`config.mk`:
```
export PLATFORM = sky130hd
export DESIGN_NAME = lap_timer
export DESIGN_NICKNAME = d
export VERILOG_FILES = /design/src/rtl/lap_timer_pkg.sv /design/src/rtl/lap_timer_bcd_digit.sv /design/src/rtl/lap_timer.sv
export SDC_FILE = /design/constraint.sdc
export NUM_CORES = 1
export LEC_CHECK = 0
export BUFFER_PORTS_ARGS = -buffer_cell sky130_fd_sc_hd__buf_2
export CAP_MARGIN = 0
export CORE_ASPECT_RATIO = 0.8
export CORE_MARGIN = 8
export CORE_UTILIZATION = 46
export CTS_CLUSTER_SIZE = 16
export DETAILED_ROUTE_END_ITERATION = 7
export PLACE_DENSITY = 0.74
export SKIP_CTS_REPAIR_TIMING = 1
export SLEW_MARGIN = 5
export SYNTH_ARGS = -nofsm -noshare
export SYNTH_HDL_FRONTEND = slang
export SYNTH_SLANG_ARGS = --single-unit
export TNS_END_PERCENT = 1
```
`constraint.sdc`:
```
create_clock -name clk100_i -period 3.15 [get_ports clk100_i]
set_clock_uncertainty 0.2 [all_clocks]
set_input_delay 0.315 -clock clk100_i [delete_from_list [all_inputs] [get_ports clk100_i]]
set_output_delay 0.315 -clock clk100_i [all_outputs]
set_load 0.05 [all_outputs]
```
`src/rtl/lap_timer_pkg.sv`:
```
// Shared encodings and BCD helpers for the lap timer and its digit cells.
package lap_timer_pkg;

    typedef enum logic [1:0] {
        ST_STOPPED = 2'd0,
        ST_RUN     = 2'd1,
        ST_LAP     = 2'd2
    } state_t;

    localparam int             DIGIT_W   = 4;
    localparam logic [DIGIT_W-1:0] DIGIT_MAX = 4'd9;

    // Preset nibbles above 9 are not valid BCD; clamp them to 9.
    function automatic logic [DIGIT_W-1:0] sat_digit(input logic [DIGIT_W-1:0] d);
        return (d > DIGIT_MAX) ? DIGIT_MAX : d;
    endfunction

endpackage

```
`src/rtl/lap_timer_bcd_digit.sv`:
```
// One BCD digit with up/down wrap, preset and clear; co_o is the carry (up) or borrow (down).
module bcd_digit
    import lap_timer_pkg::*;
(
    input  logic               clk_i,
    input  logic               rst_i,
    input  logic               en_i,
    input  logic               dir_i,
    input  logic               load_i,
    input  logic [DIGIT_W-1:0] load_val_i,
    input  logic               clear_i,
    output logic [DIGIT_W-1:0] digit_o,
    output logic               co_o
);

    logic [DIGIT_W-1:0] r_digit;

    always_ff @(posedge clk_i) begin
        if (rst_i || clear_i) begin
            r_digit <= '0;
        end else if (load_i) begin
            r_digit <= load_val_i;
        end else if (en_i) begin
            if (dir_i) begin
                r_digit <= (r_digit == '0) ? DIGIT_MAX : r_digit - 4'd1;
            end else begin
                r_digit <= (r_digit == DIGIT_MAX) ? '0 : r_digit + 4'd1;
            end
        end
    end

    // Gated by en_i so the next digit only moves when this one actually wraps.
    assign co_o    = en_i && (dir_i ? (r_digit == '0) : (r_digit == DIGIT_MAX));
    assign digit_o = r_digit;

endmodule

```
`src/rtl/lap_timer.sv`:
```
// Up/down BCD lap timer: prescaler, run/lap FSM, lap capture and display select.
module lap_timer
    import lap_timer_pkg::*;
#(
    parameter logic [19:0] PULSE_MAX = 20'd499999,
    parameter int          DIGITS    = 4
)
(
    input  logic                   clk100_i,
    input  logic                   rst_i,
    input  logic                   start_stop_i,
    input  logic                   lap_i,
    input  logic                   clear_i,
    input  logic                   load_i,
    input  logic [4*DIGITS-1:0]    load_value_i,
    input  logic                   mode_down_i,
    output logic [4*DIGITS-1:0]    bcd_o,
    output logic                   running_o,
    output logic                   lap_o,
    output logic                   expired_o,
    output logic                   overflow_o
);

    localparam int CW = DIGIT_W * DIGITS;

    state_t            r_state;
    state_t            w_state_nxt;
    logic [19:0]       r_presc;
    logic [CW-1:0]     r_lap_val;
    logic              r_running;
    logic              r_lap_on;
    logic              r_expired;
    logic              r_overflow;

    logic [CW-1:0]     w_count;
    logic [CW-1:0]     w_load_sat;
    logic [DIGITS-1:0] w_en;
    logic [DIGITS-1:0] w_co;
    logic              w_is_zero;
    logic              w_is_one;
    logic              w_tick;
    logic              w_tick_use;
    logic              w_cnt_en;
    logic              w_expire;
    logic              w_overflow;
    logic              w_load_act;
    logic              w_lap_cap;
    logic              w_running_nxt;
    logic              w_lap_nxt;

    assign w_is_zero  = (w_count == '0);
    assign w_is_one   = (w_count == CW'(1));
    assign w_tick     = (r_state != ST_STOPPED) && (r_presc == PULSE_MAX);
    // clear/load present on a tick cycle swallow that tick.
    assign w_tick_use = w_tick && !clear_i && !load_i;
    // A down tick at zero (mode flipped mid-run) must not wrap to all-9.
    assign w_cnt_en   = w_tick_use && !(mode_down_i && w_is_zero);
    assign w_expire   = w_tick_use && mode_down_i && (w_is_zero || w_is_one);
    assign w_overflow = w_co[DIGITS-1] && !mode_down_i;
    assign w_load_act = load_i && !clear_i && (r_state == ST_STOPPED);
    assign w_lap_cap  = lap_i && !clear_i && !load_i && !start_stop_i
                        && (r_state != ST_STOPPED);

    for (genvar k = 0; k < DIGITS; k++) begin : g_digit
        if (k == 0) begin : g_lsd
            assign w_en[k] = w_cnt_en;
        end else begin : g_chain
            assign w_en[k] = w_cnt_en & w_co[k-1];
        end

        assign w_load_sat[k*DIGIT_W +: DIGIT_W] = sat_digit(load_value_i[k*DIGIT_W +: DIGIT_W]);

        bcd_digit u_digit (
            .clk_i      (clk100_i),
            .rst_i      (rst_i),
            .en_i       (w_en[k]),
            .dir_i      (mode_down_i),
            .load_i     (w_load_act),
            .load_val_i (w_load_sat[k*DIGIT_W +: DIGIT_W]),
            .clear_i    (clear_i),
            .digit_o    (w_count[k*DIGIT_W +: DIGIT_W]),
            .co_o       (w_co[k])
        );
    end

    always_ff @(posedge clk100_i) begin
        if (rst_i) begin
            r_state <= ST_STOPPED;
        end else begin
            r_state <= w_state_nxt;
        end
    end

    always_comb begin
        w_state_nxt = r_state;
        if (clear_i) begin
            w_state_nxt = ST_STOPPED;
        end else if (load_i) begin
            w_state_nxt = r_state;
        end else if (start_stop_i) begin
            if (r_state == ST_STOPPED) begin
                w_state_nxt = (mode_down_i && w_is_zero) ? ST_STOPPED : ST_RUN;
            end else begin
                w_state_nxt = ST_STOPPED;
            end
        end else if (lap_i && (r_state != ST_STOPPED)) begin
            w_state_nxt = ST_LAP;
        end
        if (w_expire) begin
            w_state_nxt = ST_STOPPED;
        end
    end

    always_comb begin
        w_running_nxt = (w_state_nxt != ST_STOPPED);
        w_lap_nxt     = (w_state_nxt == ST_LAP);
    end

    always_ff @(posedge clk100_i) begin
        if (rst_i) begin
            r_running  <= 1'b0;
            r_lap_on   <= 1'b0;
            r_expired  <= 1'b0;
            r_overflow <= 1'b0;
        end else begin
            r_running  <= w_running_nxt;
            r_lap_on   <= w_lap_nxt;
            r_expired  <= w_expire;
            r_overflow <= w_overflow;
        end
    end

    // Prescaler holds while stopped so a resumed run keeps its sub-tick phase.
    always_ff @(posedge clk100_i) begin
        if (rst_i || clear_i) begin
            r_presc <= '0;
        end else if (w_expire) begin
            r_presc <= '0;
        end else if (r_state != ST_STOPPED) begin
            r_presc <= (r_presc == PULSE_MAX) ? 20'd0 : r_presc + 20'd1;
        end
    end

    always_ff @(posedge clk100_i) begin
        if (rst_i || clear_i) begin
            r_lap_val <= '0;
        end else if (w_lap_cap) begin
            r_lap_val <= w_count;
        end
    end

    assign bcd_o      = r_lap_on ? r_lap_val : w_count;
    assign running_o  = r_running;
    assign lap_o      = r_lap_on;
    assign expired_o  = r_expired;
    assign overflow_o = r_overflow;

endmodule

```
# Yosys cells after proc, flatten, opt, wreduce, memory -nomap -nowiden

Cells that the tools add are included.

RAM bits: 0
ROM bits: 0
Flip-flop bits (word level): 58
Output and inout port bits: 20
Memories kept: 0
Latch bits: 0

Shift-type cells: 0
Bitwise logic cells: 3
Mux-type cells: 37
Reductions and logical operators: 39
Divide/modulo/power cells: 0
$add $sub $neg: 9
Order comparisons: 4
Equality and inequality tests: 7
Multiply operators: 0

Operator list:

| operator                                              | count |
|---|---|
| 2-to-1 mux 4 bit                                      | 24 |
| adder 20 x 1 -> 20 bit, second input constant         | 1 |
| equality test 20 x 19 -> 1 bit, second input constant | 1 |
| 2-to-1 mux 20 bit                                     | 1 |
| logical AND 1 bit                                     | 19 |
| adder 4 x 1 -> 4 bit, second input constant           | 4 |
| equality test 16 x 1 -> 1 bit, second input constant  | 1 |
| equality test 4 bit, second input constant            | 4 |
| greater-than comparator 4 bit, second input constant  | 4 |
| logical NOT 16 bit                                    | 1 |
| logical NOT 4 bit                                     | 4 |
| 2-to-1 mux 16 bit                                     | 1 |
| subtractor 4 x 1 -> 4 bit, second input constant      | 4 |
| nonzero test 2 bit                                    | 6 |
| 2-to-1 mux 2 bit                                      | 5 |
| 2-to-1 mux 1 bit                                      | 6 |
| logical NOT 1 bit                                     | 5 |
| AND 1 bit                                             | 3 |
| equality test 2 bit, second input constant            | 1 |
| logical NOT 2 bit                                     | 1 |
| logical OR 1 bit                                      | 2 |
| OR reduction 2 bit                                    | 1 |

# Logic depth before layout (Yosys ltp)

Gate-level depths: netlist of the first run.

Depth after elaboration: 13
Mapped depth: 8

# By module

Synthesis of the first run repeated with hierarchy kept, for this count alone.

Cell total of the unflattened synthesis: 409
Area, all modules: 3559.7 sq um

By module, submodules not included:

| module    | cells an instance | area each (sq um) | instances |
|---|---|---|---|
| lap_timer | 237               | 2168.3            | 1 |
| bcd_digit | 43                | 347.8             | 4 |

# Worst setup path after synthesis of the first run

OpenSTA, ideal clock, no wires.

Kind: flip-flop to output port
Start: register r_lap_on (netlist: lap_o)
End: output port bcd_o[10]
Stages on the path, launching flop included: 4
Path slack: 0.545 ns
Buffers on the path: 2
Data arrival time: 2.090 ns
Path through: dfxtp_1 > clkbuf_1 > clkbuf_1 > o21ai_0

Longest elaborated chain between the ends: 1

Ends and longest elaborated chain:

| what                     | line             | RTL |
|---|---|---|
| start: declaration       | lap_timer.sv:31  | `logic r_lap_on;` |
| start signal: assignment | lap_timer.sv:127 | `r_lap_on <= w_lap_nxt;` |
| 2-to-1 mux 16 bit        | lap_timer.sv:152 | `assign bcd_o = r_lap_on ? r_lap_val : w_count;` |
| end: declaration         | lap_timer.sv:17  | `output logic [4*DIGITS-1:0] bcd_o,` |

No other way between the ends.

# Worst setup path after layout of the first run

Start: register g_digit[0].u_digit.r_digit[3]
End: register g_digit[3].u_digit.r_digit[3]

Longest elaborated chain between the ends: 11

Ends and longest elaborated chain:

| what                                    | line                      | RTL |
|---|---|---|
| start: declaration                      | lap_timer_bcd_digit.sv:16 | `logic [DIGIT_W-1:0] r_digit;` |
| start signal: assignment                | lap_timer_bcd_digit.sv:22 | `r_digit <= load_val_i;` |
| start signal: assignment                | lap_timer_bcd_digit.sv:25 | `r_digit <= (r_digit == '0) ? DIGIT_MAX : r_digit - 4'd1;` |
| start signal: assignment                | lap_timer_bcd_digit.sv:27 | `r_digit <= (r_digit == DIGIT_MAX) ? '0 : r_digit + 4'd1;` |
| logical NOT 16 bit                      | lap_timer.sv:51           | `assign w_is_zero = (w_count == '0);` |
| logical AND 1 bit                       | lap_timer.sv:57           | `assign w_cnt_en = w_tick_use && !(mode_down_i && w_is_zero);` |
| logical NOT 1 bit                       | lap_timer.sv:57           |  |
| logical AND 1 bit                       | lap_timer.sv:57           |  |
| logical AND 1 bit                       | lap_timer_bcd_digit.sv:33 | `assign co_o = en_i && (dir_i ? (r_digit == '0) : (r_digit == DIGIT_MAX));` |
| AND 1 bit                               | lap_timer.sv:68           | `assign w_en[k] = w_cnt_en & w_co[k-1];` |
| logical AND 1 bit                       | lap_timer_bcd_digit.sv:33 |  |
| AND 1 bit                               | lap_timer.sv:68           |  |
| logical AND 1 bit                       | lap_timer_bcd_digit.sv:33 |  |
| AND 1 bit (*)                           | lap_timer.sv:68           |  |
| nonzero test 2 bit (no source line) (*) | n/a                       |  |
| end signal: assignment                  | lap_timer_bcd_digit.sv:22 |  |
| end signal: assignment                  | lap_timer_bcd_digit.sv:25 |  |
| end signal: assignment                  | lap_timer_bcd_digit.sv:27 |  |
| end: declaration                        | lap_timer_bcd_digit.sv:16 |  |

Every way passes the cells marked *; elsewhere a longest branch is shown, timed or not.
A chain may end at the register's enable or synchronous reset.

==> results.md, run 1 <==
Setup path:
- The kind of critical path is register to register.
- The path depth of the worst reg2reg path is 6.
- The launching element of the worst setup path is g_digit[0].u_digit.digit_o[3].
- The critical path data arrival time is 2.91 ns.
- The worst register-to-register path begins at g_digit[0].u_digit.digit_o[3].
- The endpoint required time on the critical path is 3.20 ns.
- The critical path launch point type is a register.
- The kind of end point of the critical path is a register.
- Across all register-to-register paths, the minimum setup slack is 0.29 ns.
- The worst-path maximum fanout is 14.

Die:
- Measured along the x axis, the die boundary spans 113 um.
- The core box area is 7390 um2.
- In this run the count of I/O pins placed on the die edge is 43.
- The initial utilization of the core area, before any placement, comes to 0.473.
- In this run the core area contains 28 standard-cell rows.
- The die height is 94.0 um.
- The die covers 10700 um2.

Synth:
- Counting every net in the synthesized netlist gives 471.
- The distinct cell type count of the synthesized netlist is 64.
- The flip-flop cell with the highest count after synthesis is sky130_fd_sc_hd__dfxtp_1.
- In this run, synthesis inferred 0 flip-flops with an integrated enable.
- The summed instance area of the synthesized netlist is 3500 um2.
- Averaged over all synthesized cells, the footprint is 7.82 um2.
- Yosys attributes the largest share of cell area to sky130_fd_sc_hd__dfxtp_1 33%, sky130_fd_sc_hd__nor2_1 5.8%, sky130_fd_sc_hd__nand2_1 5.5%, sky130_fd_sc_hd__mux2_2 5.5%, sky130_fd_sc_hd__a21oi_1 5.3%.
- In the synthesized netlist the async set-or-reset flop fraction comes to 0.
- Synthesis inferred 58 register bits.
- The share of the yosys chip area belonging to registers is 0.332.
- The post-synthesis cell type with the largest combined area is sky130_fd_sc_hd__dfxtp_1.
- The number of instances in the synthesized netlist is 447.
- The synthesis warning total is 0.
- The share of synthesized area in the top cell type comes to 0.332.

Clocking:
- The CTS tree is built.
- Clock-pin slew was measured on the worst setup and hold paths at 0.07 ns.
- The buffer depth of the longest clock path is 2.
- Clock tree synthesis found a total of 58 sinks.
- The number of clock buffers added by TritonCTS is 9.
- The later pin in the worst-skew pair is clocked with a latency of 0.35 ns.
- Clock tree synthesis selected as its root buffer the cell sky130_fd_sc_hd__clkbuf_8.
- CTS built an H-tree with a depth of 3.

STA:
- The worst path in the final design needs a cycle of 2.86 ns, including I/O delays and setup.
- The worst-margin pin slew is 0.849 ns.
- The number of pins with negative max-slew slack in the final report came to 0.
- The final worst hold slack is 0.0181 ns.
- The upper clock frequency limit is 0.349 GHz.
- The total negative slack is 0 ns.
- In the finished design, the share of the clock period the worst path needs comes to 0.909.
- Setup repair after global routing left no endpoint under its margin.
- Setup slack closes at 0.286 ns.
- The final number of hold-violating endpoints is 0.
- Setup violations remaining at the end of the flow were counted as 0.
- Headroom to the max-slew limit came out at 0.433.

Global routing:
- The number of antenna violations at the first check in global routing is 0.
- The total overflow reported by the global router is 0.
- The global routing met2 resource utilization is 0.260.
- The wire length of the first global-routing pass is 14700 um.
- The number of global-route vias before repair is 2977.
- The overall routing resource usage is 0.172.
- The global-route met1 utilization is 0.222.
- Entering global routing, the biggest net connects 29 pins.
- The most used routing layer is met2.
- The met3 routing resource usage after global routing is 0.0520.

Placement:
- Once placement finished, the instance area stood at 3780 um2.
- Input and output buffers added on the ports amount to 42.
- Routability-driven placement finished with a final weighted congestion of 0.830.
- Summed over all nets, the half-perimeter wirelength after detailed placement is 6210 um.
- At the placement stage, the worst setup path has a slack of 0.270 ns.

Min path:
- The worst hold path was traced through 3 stages.
- The worst min-delay path category is primary input to register.
- In this run the most critical hold path is launched from load_value_i[3].

Final layout:
- At the end of the flow, the number of nets in the layout was 504.
- The number of filler cells placed in the layout is 703.
- The area growth from synthesis to layout is 14.6%.
- The share of final-layout standard cells stronger than drive strength 1 is 0.219.
- The number of diodes is 0.
- The most common library cell in the layout ignoring fill and taps is sky130_fd_sc_hd__dfxtp_1.
- With fillers left out, the area of the finished cells amounts to 4010 um2.
- In the layout the commonest cells are 58 x sky130_fd_sc_hd__dfxtp_1, 54 x sky130_fd_sc_hd__nor2_1, 51 x sky130_fd_sc_hd__nand2_1.
- Summing all multi-input logic gate instances after layout gives 2150 um2.
- Summing all flip-flop and latch instances after layout gives 1160 um2.

Route:
- The final layout contains routed wiring with a total length of 8870 um.
- The detailed-router iteration count before antenna repair is 5.
- For this run, design rule violations remaining after detail routing come to 0.
- The final route contains 3295 vias.
- The detail-routed net length per standard cell is 15.0 um.
- The number of nets still failing antenna checks after routing is 0.
- For this block, the initial DRC count from the detailed router was 301.
- After detailed routing, the number of vias per cell comes to 5.58.

Job:
- The number of max-cap violations is 0.

Status:
- The flow ran to the end, and the final reports show no timing, DRC or antenna violations.

Power and ir drop:
- The worst-case IR drop observed on VDD is 0.227 mV.
- The static leakage is 0.00148 uW.
- The power per standard cell area is 426 nW/um2.
- The power after layout is 1700 uW.
[through the flow]
stage	util	cells
detailed placement	0.511	573
finish	0.542	590
CTS	0.540	589
global placement	0.511	573
floorplan	-	447
global route	0.542	590
[kinds of logic (layout without fill, tap and decap cells)]
logic type / Yosys count / count (layout) / synth area share
XOR/XNOR: 26 / 26 / 0.0651
adder cells (fa/ha/maj): 1 / 1 / 0.00358
multiplexers: 22 / 22 / 0.0691
AO/OA/AOI/OAI: 97 / 97 / 0.178
buffers and inverters: 42 / 80 / 0.0548
flip-flops: 58 / 58 / 0.332
AND/OR/NAND/NOR: 201 / 201 / 0.297
[where the power goes]
part	switching (uW)	internal [uW]
Combinational	117	65.4
Sequential	12.9	740
Clock	306	464
Total	435	1270
[worst max-delay path, cell delays in order (launching register included)]
cell and delay [ns]:
sky130_fd_sc_hd__dfxtp_1 0.60, sky130_fd_sc_hd__and3b_1 0.27, sky130_fd_sc_hd__o21ai_1 0.10, sky130_fd_sc_hd__or4_1 0.58, sky130_fd_sc_hd__or4b_1 0.63, sky130_fd_sc_hd__a211o_1 0.29
sky130_fd_sc_hd__o311ai_0 0.09
[state kept, by name (all words and copies together) (netlist names)]
register	count
overflow_o	1
g_digit.u_digit.digit_o	16
r_lap_val	16
running_o	1
lap_o	1
r_presc	20
r_state	2
expired_o	1
[cell usage after synthesis, drive strengths merged, types with 2 or more instances]
library cell,instances
a211oi,7
and3,5
mux2,17
buf,6
nor3,13
or4b,5
xor2,15
a21oi,37
a32oi,2
and3b,2
nand2,51
o21ai,21
o311ai,2
a31oi,2
xnor2,11
nand2b,8
nor4b,2
nor2b,6
a311oi,2
a22o,2
a211o,2
nor4,4
nor2,54
clkbuf,27
and2,3
inv,9
nand3,22
o22ai,6
o211ai,4
or4,3
mux2i,5
nand4,9
nand3b,3
nor3b,2
nor4bb,2
or2,3
dfxtp,58
or3,2
[final cells by class]
class / count / area share
Clock buffer: 11 / 0.0353
Clock inverter: 5 / 0.0194
Inverter: 9 / 0.00843
Multi-Input combinational cell: 347 / 0.537
Sequential cell: 58 / 0.290
Tap cell: 105 / 0.0328
Timing Repair Buffer: 55 / 0.0775
[layer usage]
metal | vias to the layer above | wire [um]
met5 | - | 0
met4 | 0 | 136
met3 | 16 | 666
met2 | 112 | 3860
met1 | 1514 | 4210
li1 | 1653 | -
[worst paths after layout]
kind / endpoint
worst max register to register: g_digit[3].u_digit.digit_o[3]
worst min-delay path: g_digit[0].u_digit.digit_o[3]
worst max-delay path: g_digit[3].u_digit.digit_o[3]
worst min register to register: r_lap_val[0]
(Power assumes the default switching activity.)
==> run 2, diff against run 1 <==
GPL_TIMING_DRIVEN = 0   (was default)
==> results.md, run 2 (synthesized netlist as in run 1, its figures left out) <==
Final layout:
- More flip-flops sit in one register than any other, and that register is r_presc.
- The finished cells cover 4100 um2.
- The flip-flop count of the largest register, all copies and words added is 20.
- The library cells used most frequently in the layout, excluding fill and tap cells, are 58 x sky130_fd_sc_hd__dfxtp_1, 54 x sky130_fd_sc_hd__nor2_1, 51 x sky130_fd_sc_hd__nand2_1.
- The most common library cell in the layout ignoring fill and taps is sky130_fd_sc_hd__dfxtp_1.
- The number of filler cells placed in the layout is 683.
- Of the cells placed in the final design, the portion with a size suffix greater than 1 is 0.198.
- The post-synthesis to final-layout area growth is 17.4%.
- The number of antenna diodes in the final layout is 0.
- The number of nets in the layout is 523.

Route:
- The DRC marker count from the first detailed-route iteration is 230.
- Wires add up to 9520 um.
- Once detail routing completed, the nets flagged for antenna violations numbered 0.
- The detailed-router iteration count before antenna repair is 5.
- In the final routed layout, each cell accounts on average for 15.6 um.
- Across all layers, the routed design uses 3474 vias.
- The average vias per placed instance is 5.70.
- The count of unresolved DRC violations after routing is 0.

Die:
- The area of the die is 10700 um2.
- The initialized floorplan defines 28 standard-cell rows.
- The initial core utilization is 0.473.
- The die height is 94.0 um.
- The I/O pin count is 43.
- In this run the horizontal extent of the chip is 113 um.
- The core region is 7390 um2.

STA:
- The final number of hold-violating endpoints is 0.
- Setup repair after global routing left no endpoint under its margin.
- Based on the critical path, the design can be clocked at up to 0.348 GHz.
- The number of pins with negative max-slew slack in the final report is 0.
- Setup violations remaining at the end of the flow were counted as 0.
- The share of the cycle needed by the critical path after routing is 0.911.
- The final critical path time including I/O delays and setup is 2.87 ns.
- Headroom to the max-slew limit came out at 0.107.
- The total negative slack is 0 ns.
- For the pin with the worst max-slew slack, the measured transition is 1.33 ns.
- The final critical-path setup slack is 0.279 ns.
- The final worst hold slack is 0.0258 ns.

Global routing:
- In the global route stage, overall resource usage came out at 0.181.
- The largest net degree at the start of global routing is 12.
- The number of antenna violations at the first check in global routing came to 0.
- Global routing finished with a remaining overflow of 0.
- The first global-routing pass estimated 15600 um of wire.
- The number of global-route vias before repair is 3250.

Power and ir drop:
- After layout, the design draws a total of 1870 uW.
- The static leakage is 0.00150 uW.
- Dividing total power by cell area gives a power density of 455 nW/um2.
- The maximum resistive drop on vdd is 0.373 mV.

Clocking:
- In this run, CTS created clock tree buffers numbering 9.
- The depth of the CTS H-tree is 3.
- The buffer depth of the longest clock path is 2.
- The CTS tree is built.
- The clock-pin slew of the registers on the worst-case setup and hold paths is 0.07 ns.
- The latest clock arrival within the worst-skew pair is 0.35 ns.
- The number of sinks on the clock net is 58.
- The root buffer cell chosen for the clock tree is sky130_fd_sc_hd__clkbuf_8.

Min path:
- The worst hold path belongs to the class primary input to register.

Placement:
- The count of port buffers added during placement is 41.
- The pre-CTS setup slack is 0.337 ns.
- The detailed-placement wirelength estimate is 6850 um.
- The weighted congestion reported at the end of routability-driven placement is 0.931.
- After detailed placement, the total cell area comes to 3830 um2.

Setup path:
- The critical path launch point type is a register.
- STA puts the critical path data arrival time at 2.91 ns.
- By startpoint and endpoint, the worst setup path is classified as register to register.
- The slowest stage of the critical path belongs to the cell sky130_fd_sc_hd__or4b_1.
- Traced cell by cell, the critical path runs through buf_2 > nor2_1 > o21ai_1 > or4_1 > or4b_1 > a211o_1 > o311ai_0.
- The worst-path maximum fanout is 10.
- Setup slack on the worst reg-to-reg path comes out at 0.28 ns.
- The worst setup path is captured at a register.
- The delay of the slowest cell on the worst path is 0.63 ns.
- Data on the critical path is required at its endpoint by 3.19 ns.

Status:
- The flow ran to the end, and the final reports show no timing, DRC or antenna violations.

Job:
- The number of max-cap violations is 0.
run 2: cell count changes in the layout (fill, tap and decap cells not counted), sizes merged:
| cell | before | now |
|---|---|---|
| clkbuf | 11 | 36 |
| buf | 54 | 47 |
| bufinv | 2 | 4 |
| dlygate4sd3 | 1 | 0 |
run 2: path summary, 6_finish.rpt:
path                                 start                            end  depth (start not counted)
max          g_digit[0].u_digit.digit_o[1]  g_digit[3].u_digit.digit_o[3]                          7
min                                  rst_i                      expired_o                          2
max reg2reg  g_digit[0].u_digit.digit_o[1]  g_digit[3].u_digit.digit_o[3]                          7
min reg2reg                  r_lap_val[13]                  r_lap_val[13]                          2
run 2: critical path, delay by kind of cell, from the launching register on:
kind | cells | cell delay [ns]
DFF | 1 | 0.29
buffers and inverters | 1 | 0.17
and+or+nand+nor | 3 | 1.54
AOI/OAI and AO/OA | 3 | 0.57
run 2: cell type report:
class / instances / area, um2 / share of cell area
clock buffer: 9 / 124 / 0.0302
sequential: 58 / 1160 / 0.283
inverter: 9 / 33.8 / 0.00823
tap: 105 / 131 / 0.0320
timing repair buffer: 41 / 205 / 0.0500
multi-input combinational: 347 / 2150 / 0.524
clock inverter: 7 / 141 / 0.0345
buffer: 33 / 158 / 0.0384
run 2: report_power, final:
| group | switching, uW | total, uW | internal [uW] | leakage [uW] |
|---|---|---|---|---|
| Combinational | 130 | 196 | 66.0 | 0.000906 |
| Sequential | 6.15 | 746 | 739 | 0.000468 |
| Clock | 322 | 927 | 605 | 0.000129 |
run 2: per-layer routing:
layer  wire [um]  vias to the layer above  track usage
li1            -                     1696            -
met4         135                        0       0.0664
met3         703                       17       0.0469
met2        4110                      127        0.278
met1        4570                     1634        0.237
met5           0                        -            0
run 2: per-stage QoR:
stage / util / cells
floorplan: - / 447
detailed placement: 0.518 / 593
CTS: 0.554 / 609
finish: 0.555 / 609
global placement: 0.518 / 593
global route: 0.555 / 609
==> run 3, diff against run 2 <==
RECOVER_POWER = 50   (was default)
==> results.md, run 3 (synthesized netlist as in run 1, its figures left out) <==
Die:
- The die height is 94.0 um.
- The I/O pin count is 43.
- Row generation in the floorplan step produced 28 rows.
- Measured along the x axis, the die boundary spans 113 um.
- The die covers 10700 um2.
- The initial utilization of the core area, before any placement, comes to 0.473.
- The core region is 7390 um2.

Placement:
- Routability-driven placement finished with a final weighted congestion of 0.931.
- The count of port buffers added during placement is 41.
- Timing analysis after detailed placement gives a worst setup slack of 0.337 ns.
- The detailed-placement wirelength estimate is 6850 um.

Setup path:
- The kind of critical path is register to register.
- The library cell contributing the largest single delay on the critical path is sky130_fd_sc_hd__or4b_1.
- The source of the worst register-to-register timing path is g_digit[0].u_digit.digit_o[1].
- For this run, the slowest stage of the critical path takes 0.62 ns.
- The launching element of the worst setup path is g_digit[0].u_digit.digit_o[1].
- The critical path data arrival time is 2.88 ns.
- Of all nets on the critical path, the largest fanout is 10.
- The buffers plus inverters on the worst setup path is 1.
- The critical path goes through buf_2 > nor2_1 > o21ai_1 > or4_1 > or4b_1 > a211o_1 > o311ai_0.
- The endpoint required time on the critical path is 3.19 ns.
- The family with the most delay on the worst path is simple AND/OR/NAND/NOR gates.
- The critical path launch point type is a register.
- STA classifies the critical path endpoint as a register.

Min path:
- The worst min-delay path category is primary input to register.
- In this run the most critical hold path is launched from rst_i.

Final layout:
- Leaving out fill and tap cells, the most frequent cell in the layout is sky130_fd_sc_hd__dfxtp_1.
- The share of final-layout standard cells stronger than drive strength 1 is 0.173.
- The flip-flop count of the largest register, all copies and words added is 20.
- The register with the highest flop count is r_presc.
- The area taken by flip-flops and latches is 1160 um2.
- The post-synthesis to final-layout area growth is 16.8%.
- The number of antenna diodes in the final layout is 0.
- In the layout the commonest cells are 58 x sky130_fd_sc_hd__dfxtp_1, 54 x sky130_fd_sc_hd__nor2_1, 51 x sky130_fd_sc_hd__nand2_1.
- The number of nets in the layout is 523.
- After filler insertion, the fill cell instance count of the layout stands at 688.
- The area used by multi-input combinational logic is 2140 um2.

STA:
- The worst-margin pin slew is 1.33 ns.
- Setup violations remaining at the end of the flow were counted as 0.
- The number of pins with negative max-slew slack in the final report came to 0.
- The final number of hold-violating endpoints came to 0.
- The total negative slack is 0 ns.
- The share of the cycle needed by the critical path after routing is 0.903.
- The worst pin sits at a relative slew slack of 0.107.
- The upper clock frequency limit is 0.352 GHz.
- Counting I/O delays and the setup requirement, the final critical path takes 2.84 ns.
- Setup slack closes at 0.307 ns.
- Setup repair after global routing left no endpoint under its margin.

Global routing:
- The first global-routing pass estimated 15600 um of wire.
- For this run the aggregate overflow at the end of global routing stands at 0.
- The number of global-route vias before repair was 3250.
- The largest net degree at the start of global routing is 12.
- The number of antenna violations at the first check in global routing was 0.
- The overall routing resource usage is 0.181.

Status:
- The run finished with clean final reports.

Clocking:
- The buffer depth of the longest clock path is 2.
- The number of sinks on the clock net is 58.
- The latest clock arrival within the worst-skew pair is 0.35 ns.
- After clock tree synthesis, the clock-pin slew on the worst setup and hold paths is 0.07 ns.
- Counting the buffers created by CTS gives 9.
- CTS placed an instance of sky130_fd_sc_hd__clkbuf_8 at the clock tree root.
- The CTS tree is built.
- The depth of the CTS H-tree is 3.

Route:
- After the first detailed-routing iteration, the DRC count stood at 246.
- The number of nets still failing antenna checks after routing is 0.
- For this run, design rule violations remaining after detail routing come to 0.
- In the final routed layout, each cell accounts on average for 15.6 um.
- The detailed-router iteration count before antenna repair is 5.
- The average vias per placed instance is 5.62.
- For this block, the via count after detailed routing is 3425.
- For this block, the routed nets add up to 9520 um of wire.

Job:
- Across the run, the number of max-cap violations was 0.

Power and ir drop:
- IR analysis of the VDD net gives a maximum drop of 0.374 mV.
- For this design the static power due to leakage is 0.00145 uW.
- Overall power consumption after layout is estimated at 1870 uW.
- For this design the ratio of total power to cell area is 457 nW/um2.
-- run 3: final timing paths --
kind / end / slack (ns) / cells after the start
max reg2reg: g_digit[3].u_digit.digit_o[3] / 0.31 / 7
min reg2reg: r_lap_val[13] / 0.26 / 2
max: g_digit[3].u_digit.digit_o[3] / 0.31 / 7
min: expired_o / 0.03 / 2
-- run 3: per-stage QoR --
step,util,cell area [um2],instances,hold WS [ns]
final,0.552,4080,609,0.0261
after global routing,0.552,4080,609,0.0294
after CTS,0.554,4100,609,0.0145
after floorplan,-,3500,447,0.192
after global placement,0.518,3830,593,0.238
after detailed placement,0.518,3830,593,0.246
-- run 3: layout make-up --
type / instances / area share
Buffer: 33 / 0.0386
Multi-Input combinational cell: 347 / 0.525
Clock buffer: 9 / 0.0303
Sequential cell: 58 / 0.284
Inverter: 9 / 0.00827
Tap cell: 105 / 0.0322
Timing Repair Buffer: 41 / 0.0466
Clock inverter: 7 / 0.0346
-- run 3: where the power goes --
| part | total, uW | switching (uW) | internal [uW] |
|---|---|---|---|
| Combinational | 195 | 130 | 65.1 |
| Sequential | 746 | 6.29 | 739 |
| Clock | 925 | 320 | 605 |
| Total | 1870 | 456 | 1410 |
-- run 3: per-layer routing --
layer  up-vias  wire (um)  part of all wire  GRT usage
met3        16        758             0.080     0.0469
met1      1590       4540              0.48      0.237
li1       1692          -                 -          -
met4         0        132             0.014     0.0664
met5         -          0                 0          0
met2       127       4090              0.43      0.278
